## src/rtl/satatx_arb_pkg.sv

```systemverilog
// satatx_arb_pkg: arbiter state encoding and FIS length limit shared by the SATA TX arbiter files
package satatx_pkg;
   typedef enum logic [1:0] {ST_IDLE, ST_GRANT, ST_DRAIN} state_t;
   localparam int MAX_FIS_DWORDS = 2048;
endpackage

```

## src/rtl/satatx_arb_pick.sv

```systemverilog
// satatx_arb_pick: one-hot grant from two requests; round-robin when SATATX_ARB_RR_EN is defined
module satatx_arb_pick (
   input  logic [1:0] req,
   input  logic [1:0] last,
   output logic [1:0] grant
);
`ifdef SATATX_ARB_RR_EN
   assign grant = (&req) ? (last[0] ? 2'b10 : 2'b01) : req;
`else
   logic unused_last;
   assign unused_last = ^last;
   assign grant = req[0] ? 2'b01 : {req[1], 1'b0};
`endif
endmodule

```

## src/rtl/satatx_arb.sv

```systemverilog
// satatx_arb: merges command (S0) and data (S1) FIS streams into the TX CRC stage with MAX_DWORDS truncation
// Define SATATX_ARB_RR_EN for round-robin arbitration instead of fixed S0 priority.
module satatx_arb
   import satatx_pkg::*;
#(
   parameter int MAX_DWORDS   = MAX_FIS_DWORDS,
   parameter bit OPT_LOWPOWER = 1'b1
) (
   input  logic        i_clk,
   input  logic        i_reset,
   input  logic        S0_AXIS_TVALID,
   output logic        S0_AXIS_TREADY,
   input  logic [31:0] S0_AXIS_TDATA,
   input  logic        S0_AXIS_TLAST,
   input  logic        S1_AXIS_TVALID,
   output logic        S1_AXIS_TREADY,
   input  logic [31:0] S1_AXIS_TDATA,
   input  logic        S1_AXIS_TLAST,
   output logic        M_AXIS_TVALID,
   input  logic        M_AXIS_TREADY,
   output logic [31:0] M_AXIS_TDATA,
   output logic        M_AXIS_TLAST,
   output logic [1:0]  o_grant,
   output logic        o_overflow
);
   localparam int CW = ($clog2(MAX_DWORDS + 1) > 11) ? $clog2(MAX_DWORDS + 1) : 11;
   localparam logic [CW-1:0] LAST_BEAT = CW'(MAX_DWORDS - 1);
   state_t        state;
   logic [CW-1:0] cnt;
   logic [1:0]    req, pick, last_win;
   logic [31:0]   s_data;
   logic          s_valid, s_last, s_ready, accept, m_free, trunc;
   assign req = {S1_AXIS_TVALID, S0_AXIS_TVALID};
`ifdef SATATX_ARB_RR_EN
   always_ff @(posedge i_clk)
      if (i_reset)
         last_win <= 2'b10;
      else if (state == ST_IDLE && |req)
         last_win <= pick;
`else
   assign last_win = 2'b10;
`endif
   satatx_arb_pick u_pick (.req(req), .last(last_win), .grant(pick));
   assign m_free  = !M_AXIS_TVALID || M_AXIS_TREADY;
   assign s_ready = !i_reset && ((state == ST_GRANT && m_free) || state == ST_DRAIN);
   assign S0_AXIS_TREADY = s_ready && o_grant[0];
   assign S1_AXIS_TREADY = s_ready && o_grant[1];
   assign s_valid = o_grant[1] ? S1_AXIS_TVALID : S0_AXIS_TVALID;
   assign s_data  = o_grant[1] ? S1_AXIS_TDATA  : S0_AXIS_TDATA;
   assign s_last  = o_grant[1] ? S1_AXIS_TLAST  : S0_AXIS_TLAST;
   assign accept  = s_valid && s_ready;
   // a source TLAST on the limit beat is a normal end, so truncation needs it absent
   assign trunc   = cnt == LAST_BEAT && !s_last;
   always_ff @(posedge i_clk) begin
      if (i_reset) begin
         state         <= ST_IDLE;
         o_grant       <= 2'b00;
         cnt           <= '0;
         o_overflow    <= 1'b0;
         M_AXIS_TVALID <= 1'b0;
         M_AXIS_TDATA  <= 32'h0;
         M_AXIS_TLAST  <= 1'b0;
      end else begin
         o_overflow <= 1'b0;
         if (m_free && !(accept && state == ST_GRANT)) begin
            M_AXIS_TVALID <= 1'b0;
            if (OPT_LOWPOWER) begin
               M_AXIS_TDATA <= 32'h0;
               M_AXIS_TLAST <= 1'b0;
            end
         end
         case (state)
            ST_IDLE:
               if (|req) begin
                  o_grant <= pick;
                  state   <= ST_GRANT;
               end
            ST_GRANT:
               if (accept) begin
                  M_AXIS_TVALID <= 1'b1;
                  M_AXIS_TDATA  <= s_data;
                  M_AXIS_TLAST  <= s_last || trunc;
                  cnt           <= (s_last || trunc) ? '0 : cnt + 1'b1;
                  if (s_last) begin
                     state   <= ST_IDLE;
                     o_grant <= 2'b00;
                  end else if (trunc) begin
                     state      <= ST_DRAIN;
                     o_overflow <= 1'b1;
                  end
               end
            ST_DRAIN:
               if (accept && s_last) begin
                  state   <= ST_IDLE;
                  o_grant <= 2'b00;
               end
            default: state <= ST_IDLE;
         endcase
      end
   end
endmodule
```

## config.mk

```make
export PLATFORM = sky130hd
export DESIGN_NAME = satatx_arb
export DESIGN_NICKNAME = d
export VERILOG_FILES = /design/src/rtl/satatx_arb_pkg.sv /design/src/rtl/satatx_arb_pick.sv /design/src/rtl/satatx_arb.sv
export SDC_FILE = /design/constraint.sdc
export NUM_CORES = 1
export LEC_CHECK = 0
export BUFFER_PORTS_ARGS = -buffer_cell sky130_fd_sc_hd__buf_2
export CAP_MARGIN = 20
export CORE_AREA = 2 2 76 78
export DETAILED_ROUTE_END_ITERATION = 10
export DIE_AREA = 0 0 78 80
export GPL_TIMING_DRIVEN = 1
export PLACE_DENSITY_LB_ADDON = 0.05
export SETUP_SLACK_MARGIN = 0.05
export SYNTH_ARGS = -nofsm -noshare
export SYNTH_HDL_FRONTEND = slang
export SYNTH_HIERARCHICAL = 1
export SYNTH_SLANG_ARGS = --single-unit
export TNS_END_PERCENT = 30
```

## constraint.sdc

```tcl
create_clock -name i_clk -period 5.49 [get_ports i_clk]
set_input_delay 1.098 -clock i_clk [delete_from_list [all_inputs] [get_ports i_clk]]
set_output_delay 1.098 -clock i_clk [all_outputs]
set_load 0.05 [all_outputs]
```

==> impl_metrics.env, run 1 <==
export IMPL_outcome="completed"
export IMPL_multi_input_area_um2=1426
export IMPL_hpwl_um=4462
export IMPL_firstDrtPassIters=4
export IMPL_drt_wirelength_per_cell_um=13.35
export IMPL_grt_antenna_before_repair=0
export IMPL_hp_class="reg -> reg"
export IMPL_finalSetupViolCount=0
export IMPL_syn2layout_area_growth_pct=23.33
export IMPL_hold_buffers=0
export IMPL_grt_overflow=0
export IMPL_syn_nets=374
export IMPL_slew_headroom_pct=38.22
export IMPL_cts_sinks=51
export IMPL_critPathSlowestCell="a21oi_1"
export IMPL_fill_cells=523
export IMPL_antenna_left=0
export IMPL_start_kind="input pin"
export IMPL_vias=2437
export IMPL_fp_row_count=27
export IMPL_clock_latency_ns=0.30
export IMPL_whs_ns=0.4906
export IMPL_layout_drive_gt1_share_pct=32.23
export IMPL_period_needed_ns=3.293
export IMPL_ys_warn_count=6
export IMPL_finalCritPeriodShare_pct=59.98
export IMPL_regArea_um2=1022
export IMPL_grt_first_pass_wirelength_um=9763
export IMPL_fmax_ghz=0.3037
export IMPL_dieHeight_um=80
export IMPL_grt_max_degree=56
export IMPL_path_delay_family="simple AND/OR/NAND/NOR gates"
export IMPL_crit_type="in -> out"
export IMPL_worstMarginPinSlew_ns=0.9267
export IMPL_clockBufferDepth=2
export IMPL_tns_ns=0
export IMPL_syn_inst=298
export IMPL_fin_total_pwr_mw=0.7700
export IMPL_cts_setup_buffers=0
export IMPL_io_pins=110
export IMPL_fin_skew_ns=0.004628
export IMPL_diodes=0
export IMPL_cts_tree="done"
export IMPL_hold_violations=0
export IMPL_cts_root_buf="clkbuf_8"
export IMPL_drt_iter0_markers=72
export IMPL_p_leak_nw=1.309
export IMPL_p_per_area_nw_per_um2=241.0
export IMPL_dieArea_um2=6240
export IMPL_synth_cell_area_um2=2590
export IMPL_portBuffers=109
export IMPL_crit_buf_inv=2
export IMPL_drc=0
export IMPL_rsz0062_at_grt="false"
export IMPL_max_cap_violations=0
export IMPL_start_util_pct=47.92
export IMPL_post_cts_resized=0
export IMPL_regToRegSetupSlack_ns=2.77
export IMPL_avgSynthCellArea_um2=8.691
export IMPL_crit_path_frequent_cell="buf_2"
export IMPL_crit_chain="buf_2 > nand2b_1 > a21oi_1 > nor2_1 > and2_1 > buf_2"
export IMPL_dieWidth_um=78
export IMPL_critPathCaptureType="output port"
export IMPL_ir_drop_mv=0.1143
export IMPL_htree_levels=2
export IMPL_finalWirelength_um=6180
export IMPL_gp_congestion=0.7889
export IMPL_crit_arrival_ns=2.19
export IMPL_core_area_um2=5405
export IMPL_dp_cells=457
export IMPL_nNetsFinal=468
export IMPL_clk_pin_slew_ns=0.09
export IMPL_slowest_delay_ns=0.28
export IMPL_cts_buffers=5
export IMPL_instances_no_fill=463
export IMPL_cp_data_required_time_ns=4.39
export IMPL_viasPerCell=5.263
export IMPL_grt_pass1_vias=2104
export IMPL_critPathMaxFanout=5
export IMPL_gr_usage_all_layers_pct=19.41
export IMPL_drv_slew=0
layout by cell type (no fill, tap or decap), types with 3 or more instances in the layout:
| cell type | count |
|---|---|
| a211oi_1 | 25 |
| a21oi_1 | 14 |
| a31oi_1 | 16 |
| buf_2 | 109 |
| clkbuf_8 | 5 |
| dfxtp_1 | 50 |
| ha_1 | 5 |
| inv_1 | 7 |
| mux2i_1 | 33 |
| nand2_1 | 12 |
| nand2b_1 | 3 |
| nand3_1 | 9 |
| nor2_1 | 52 |
| nor3_1 | 3 |
| o21ai_0 | 9 |
where the power goes:
group          internal (mW)  switching (mW)  leakage (nW)
Combinational         0.0675           0.113         0.861
Clock                 0.0849           0.119        0.0361
Sequential             0.379         0.00608         0.412
path summary, 6_finish.rpt:
check,depth (start not counted),startpoint,to
max reg2reg,6,o_grant[1],cnt[6]
min,2,M_AXIS_TLAST,M_AXIS_TLAST
max,6,M_AXIS_TREADY,S0_AXIS_TREADY
min reg2reg,2,M_AXIS_TLAST,M_AXIS_TLAST
layer usage:
| metal | track usage [%] | share of wire, % | vias up |
|---|---|---|---|
| met3 | 4.072 | 5.1 | 9 |
| met2 | 33.36 | 48 | 74 |
| met1 | 24.07 | 46 | 1079 |
| met4 | 6.842 | 1.3 | 0 |
| li1 | - | - | 1275 |
| met5 | 0 | 0 | - |
layout make-up:
| type | instances | share of cell area (%) |
|---|---|---|
| multi-input combinational | 217 | 44.65 |
| inverter | 7 | 0.8226 |
| timing repair buffer | 110 | 17.31 |
| tap | 72 | 2.820 |
| clock inverter | 1 | 0.2350 |
| sequential | 51 | 32.00 |
| clock buffer | 5 | 2.154 |
registers in the layout, summed over array words and instances, names as in the netlist:
name	flops
M_AXIS_TDATA	32
cnt	12
o_grant	2
state	2
M_AXIS_TLAST	1
M_AXIS_TVALID	1
o_overflow	1
stage by stage:
step	setup slack [ns]	cell area [um^2]	utilization [%]
3_3_place_gp	2.219	3118	57.69
5_1_grt	2.104	3194	59.10
6_report	2.197	3194	59.10
4_1_cts	2.203	3194	59.10
3_5_place_dp	2.208	3118	57.69
2_1_floorplan	2.431	2590	-
worst register-to-register path, cell delays in order, from the launching register on:
cell	delay [ns]
dfxtp_2	0.32
buf_4	0.48
mux2_2	0.34
o2111a_2	0.84
nand2_1	0.16
or3_1	0.38
a21oi_1	0.13
No activity file was read; power rests on OpenSTA's default activity.
==> inputs of run 2 (changes only) <==
--- a/config.mk
+++ b/config.mk
@@ -7,9 +7,9 @@
 export LEC_CHECK = 0
 export BUFFER_PORTS_ARGS = -buffer_cell sky130_fd_sc_hd__buf_2
 export CAP_MARGIN = 20
-export CORE_AREA = 2 2 76 78
+export CORE_AREA = 2 2 81 83
 export DETAILED_ROUTE_END_ITERATION = 10
-export DIE_AREA = 0 0 78 80
+export DIE_AREA = 0 0 83 85
 export GPL_TIMING_DRIVEN = 1
 export PLACE_DENSITY_LB_ADDON = 0.05
 export SETUP_SLACK_MARGIN = 0.05
==> constraint.sdc (replaced) <==
create_clock -name i_clk -period 3.01 [get_ports i_clk]
set_input_delay 0.602 -clock i_clk [delete_from_list [all_inputs] [get_ports i_clk]]
set_output_delay 0.602 -clock i_clk [all_outputs]
set_load 0.05 [all_outputs]
==> run 2 against run 1 <==
  * Setup slack worse by 1.6 ns
  * Global-route usage down 2.1 points
  * Design area up 1.7%
  * Sequential cell count unchanged
  * Critical path depth unchanged
  * Final cell count up 2.4%
  * Utilization down 6.7 points
  * Clock power up 110%
  * Critical path type is now reg -> out
  * Critical endpoint unchanged
==> impl_metrics.env, run 2 (same netlist as run 1, synthesis figures left out) <==
export IMPL_portBuffers=109
export IMPL_period_needed_ns=2.395
export IMPL_slew_headroom_pct=43.29
export IMPL_grt_overflow=0
export IMPL_rsz0062_at_grt="false"
export IMPL_tns_ns=0
export IMPL_clockBufferDepth=2
export IMPL_r2r_end="cnt[4]"
export IMPL_regArea_um2=1022
export IMPL_largest_reg_flops=32
export IMPL_drv_slew=0
export IMPL_fill_cells=582
export IMPL_cts_setup_buffers=0
export IMPL_start_util_pct=41.74
export IMPL_antenna_left=0
export IMPL_crit_start="state[1]"
export IMPL_finalWirelength_um=6063
export IMPL_gr_usage_all_layers_pct=17.29
export IMPL_diodes=0
export IMPL_grt_max_degree=51
export IMPL_core_area_um2=6205
export IMPL_firstDrtPassIters=5
export IMPL_outcome="completed"
export IMPL_fmax_ghz=0.4176
export IMPL_cts_sinks=51
export IMPL_place_area_um2=3154
export IMPL_vias=2440
export IMPL_fin_skew_ns=0.005397
export IMPL_hold_buffers=0
export IMPL_start_kind="register"
export IMPL_cts_buffers=5
export IMPL_crit_arrival_ns=1.79
export IMPL_nNetsFinal=472
export IMPL_cts_root_buf="clkbuf_8"
export IMPL_top_regs="M_AXIS_TDATA: 32 flops, cnt: 12 flops"
export IMPL_regMostFlops="M_AXIS_TDATA"
export IMPL_clock_latency_ns=0.31
export IMPL_hold_depth=2
export IMPL_p_per_area_nw_per_um2=448.6
export IMPL_dieWidth_um=83
export IMPL_io_pins=110
export IMPL_crit_type="reg -> out"
export IMPL_post_cts_resized=0
export IMPL_final_common_cell="buf_2"
export IMPL_critPathCaptureType="output port"
export IMPL_setup_slack_ns=0.6153
export IMPL_dieHeight_um=85
export IMPL_cp_endpoint="S0_AXIS_TREADY"
export IMPL_worstMarginPinSlew_ns=0.8414
export IMPL_ir_drop_mv=0.2271
export IMPL_finalSetupViolCount=0
export IMPL_drc=0
export IMPL_r2r_worst_path_cells=6
export IMPL_hp_class="reg -> reg"
export IMPL_cts_tree="done"
export IMPL_dieArea_um2=7055
export IMPL_htree_levels=2
export IMPL_p_leak_nw=1.341
export IMPL_hpwl_um=4392
export IMPL_grt_first_pass_wirelength_um=10100
export IMPL_drt_iter0_markers=110
export IMPL_finalCritPeriodShare_pct=79.56
export IMPL_r2r_start="cnt[0]"
export IMPL_max_cap_violations=0
export IMPL_gp_congestion=0.7525
export IMPL_drt_wirelength_per_cell_um=12.79
export IMPL_clk_pin_slew_ns=0.09
export IMPL_grt_antenna_before_repair=0
export IMPL_fp_row_count=29
export IMPL_dp_slack_ns=0.7225
export IMPL_multi_input_area_um2=1426
export IMPL_cp_data_required_time_ns=2.41
export IMPL_hold_violations=0
export IMPL_viasPerCell=5.148
export IMPL_final_cell_mix="buf_2, nor2_1, dfxtp_1, mux2i_1, a211oi_1"
export IMPL_regToRegSetupSlack_ns=0.90
export IMPL_final_core_util_pct=52.37
export IMPL_layout_drive_gt1_share_pct=33.00
export IMPL_grt_pass1_vias=2127
export IMPL_fin_area_um2=3249
export IMPL_critPathMaxFanout=8
export IMPL_syn2layout_area_growth_pct=25.46
-- run 2: cell type report --
| class | instances | area share (%) |
|---|---|---|
| Multi-Input combinational cell | 217 | 43.90 |
| Sequential cell | 51 | 31.46 |
| Timing Repair Buffer | 114 | 17.94 |
| Tap cell | 77 | 2.965 |
| Clock buffer | 7 | 2.657 |
| Inverter | 7 | 0.8086 |
| Clock inverter | 1 | 0.2695 |
-- run 2: per-stage QoR --
| step | hold slack [ns] | total power [mW] | cells |
|---|---|---|---|
| floorplan | 0.4620 | 0.9603 | 298 |
| global placement | 0.4717 | 1.054 | 466 |
| detailed placement | 0.4649 | 1.058 | 466 |
| CTS | 0.4876 | 1.473 | 474 |
| global route | 0.5143 | 1.542 | 474 |
| finish | 0.4821 | 1.458 | 474 |
-- run 2: how the worst min path moves through the flow --
stage	slack, ns	end	startpoint
after floorplan	0.46	cnt[11]	cnt[11]
after CTS	0.49	M_AXIS_TLAST	M_AXIS_TLAST
after global placement	0.47	M_AXIS_TLAST	M_AXIS_TLAST
final	0.48	M_AXIS_TLAST	M_AXIS_TLAST
after detailed placement	0.46	M_AXIS_TLAST	M_AXIS_TLAST
after global routing	0.51	M_AXIS_TDATA[1]	M_AXIS_TDATA[1]
-- run 2: power breakdown --
part | switching, mW | internal [mW]
logic | 0.207 | 0.127
registers | 0.0122 | 0.692
clock network | 0.231 | 0.189
-- run 2: worst max-delay path: stages, from the launching register on --
cell	delay (ns)
dfxtp_1	0.39
inv_1	0.08
ha_1	0.30
a21oi_1	0.27
nor2_1	0.09
and2_1	0.16
buf_2	0.20
-- run 2: routing by layer --
metal | track usage (%) | part of all wire [%]
met4 | 4.918 | 1.1
met1 | 24.50 | 48
met3 | 4.475 | 6.2
met5 | 0 | 0
met2 | 26.10 | 45
==> inputs of run 3 (changes only) <==
--- a/config.mk
+++ b/config.mk
@@ -7,9 +7,9 @@
 export LEC_CHECK = 0
 export BUFFER_PORTS_ARGS = -buffer_cell sky130_fd_sc_hd__buf_2
 export CAP_MARGIN = 20
-export CORE_AREA = 2 2 81 83
+export CORE_AREA = 2 2 77 79
 export DETAILED_ROUTE_END_ITERATION = 10
-export DIE_AREA = 0 0 83 85
+export DIE_AREA = 0 0 79 81
 export GPL_TIMING_DRIVEN = 1
 export PLACE_DENSITY_LB_ADDON = 0.05
 export SETUP_SLACK_MARGIN = 0.05
==> constraint.sdc (replaced) <==
create_clock -name i_clk -period 2.5 [get_ports i_clk]
set_input_delay 0.5 -clock i_clk [delete_from_list [all_inputs] [get_ports i_clk]]
set_output_delay 0.5 -clock i_clk [all_outputs]
set_load 0.05 [all_outputs]
==> run 3 against run 2 <==
  * Die area shrank 9.3%
  * Utilization grew 5.0 points
  * Power grew 18%
  * Final cell count fell by 0.21%
  * Sequential cell count unchanged
  * Routed wire length up 0.68%
  * Largest cell class unchanged
  * Clock power is 10% higher
  * Clock skew decreased by 0.0033 ns
  * Worst hold slack better by 0.0060 ns
==> impl_metrics.env, run 3 (same netlist as run 1, synthesis figures left out) <==
export IMPL_grt_max_degree=55
export IMPL_p_per_area_nw_per_um2=527.9
export IMPL_cts_tree="done"
export IMPL_io_pins=110
export IMPL_p_leak_nw=1.341
export IMPL_cp_data_required_time_ns=2.00
export IMPL_drv_slew=0
export IMPL_max_cap_violations=0
export IMPL_portBuffers=109
export IMPL_grt_overflow=0
export IMPL_final_common_cell="buf_2"
export IMPL_start_kind="register"
export IMPL_period_needed_ns=2.300
export IMPL_dieWidth_um=79
export IMPL_drt_wirelength_per_cell_um=12.90
export IMPL_hp_class="reg -> reg"
export IMPL_finalWirelength_um=6104
export IMPL_slowest_delay_ns=0.40
export IMPL_antenna_left=0
export IMPL_hold_violations=0
export IMPL_diodes=0
export IMPL_core_area_um2=5675
export IMPL_dieHeight_um=81
export IMPL_crit_chain="inv_1 > ha_1 > a21oi_1 > nor2_1 > and2_1 > buf_2"
export IMPL_final_cell_mix="buf_2, nor2_1, dfxtp_1, mux2i_1, a211oi_1"
export IMPL_crit_arrival_ns=1.80
export IMPL_fmax_ghz=0.4348
export IMPL_cts_root_buf="clkbuf_8"
export IMPL_critPathSlowestCell="dfxtp_1"
export IMPL_fin_skew_ns=0.002146
export IMPL_slew_headroom_pct=42.67
export IMPL_finalSetupViolCount=0
export IMPL_dieArea_um2=6399
export IMPL_drt_iter0_markers=81
export IMPL_layout_drive_gt1_share_pct=33.17
export IMPL_crit_type="reg -> out"
export IMPL_tns_ns=0
export IMPL_cts_sinks=51
export IMPL_nNetsFinal=473
export IMPL_gr_usage_all_layers_pct=18.78
export IMPL_clock_latency_ns=0.30
export IMPL_grt_antenna_before_repair=0
export IMPL_critPathMaxFanout=7
export IMPL_fp_row_count=28
export IMPL_setup_slack_ns=0.2002
export IMPL_post_cts_resized=0
export IMPL_fin_total_pwr_mw=1.719
export IMPL_finalCritPeriodShare_pct=91.99
export IMPL_ir_drop_mv=0.2452
export IMPL_grt_pass1_vias=2076
export IMPL_clk_pin_slew_ns=0.09
export IMPL_drc=0
export IMPL_grt_first_pass_wirelength_um=9646
export IMPL_hpwl_um=4543
export IMPL_start_util_pct=45.63
export IMPL_cts_buffers=5
export IMPL_dp_slack_ns=0.4018
export IMPL_critPathCaptureType="output port"
export IMPL_gp_congestion=0.8093
export IMPL_htree_levels=2
export IMPL_largest_reg_flops=32
export IMPL_outcome="completed"
export IMPL_top_regs="M_AXIS_TDATA: 32 flops, cnt: 12 flops"
export IMPL_regMostFlops="M_AXIS_TDATA"
export IMPL_cts_setup_buffers=0
export IMPL_vias=2513
export IMPL_viasPerCell=5.313
export IMPL_syn2layout_area_growth_pct=25.75
export IMPL_rsz0062_at_grt="false"
export IMPL_worstMarginPinSlew_ns=0.8506
export IMPL_hold_buffers=0
export IMPL_clockBufferDepth=2
export IMPL_firstDrtPassIters=4
run 3: cell types whose count changed in the layout (fill, tap and decap cells not counted), sizes merged:
cell      delta
buf          +1
clkinvlp     +1
clkbuf       -1
run 3: worst max-delay path, delay by kind of cell, from the launching register on:
family	cells	cell delay, ns
buf+inv	2	0.28
compound gates	1	0.25
fa+ha+maj	1	0.30
simple gates	2	0.25
flops	1	0.40
run 3: final timing paths:
check	start	endpoint	slack, ns	depth (start not counted)
max reg2reg	cnt[0]	cnt[4]	0.37	6
max	state[0]	S0_AXIS_TREADY	0.20	6
min	M_AXIS_TLAST	M_AXIS_TLAST	0.49	2
min reg2reg	M_AXIS_TLAST	M_AXIS_TLAST	0.49	2
run 3: cell type report:
| cell class | instances | area (um^2) |
|---|---|---|
| clock inverters | 2 | 12.51 |
| flip-flops and latches | 51 | 1022 |
| repair buffers | 115 | 603.1 |
| multi-input cells | 217 | 1426 |
| inverters | 7 | 26.28 |
| fillers | 567 | 2419 |
| well taps | 75 | 93.84 |
| clock buffers | 6 | 72.57 |
run 3: metal layers:
metal	vias to the layer above	share of wire, %	global-route usage [%]
li1	1291	-	-
met1	1136	45	25.31
met2	79	47	30.17
met3	7	6.3	4.000
met4	0	1.5	6.034
met5	-	0	0
run 3: where the power goes:
| part | leakage [nW] | internal, mW | switching (mW) |
|---|---|---|---|
| Combinational | 0.887 | 0.158 | 0.251 |
| Sequential | 0.412 | 0.833 | 0.0156 |
| Clock | 0.0412 | 0.196 | 0.266 |
run 3: stage by stage:
step / instance area, um^2 / hold WS (ns) / cells / utilization, %
global placement: 3172 / 0.4592 / 465 / 55.89
floorplan: 2590 / 0.4620 / 298 / -
detailed placement: 3172 / 0.4698 / 465 / 55.89
global route: 3257 / 0.5071 / 473 / 57.39
finish: 3257 / 0.4882 / 473 / 57.39
CTS: 3257 / 0.4919 / 473 / 57.39
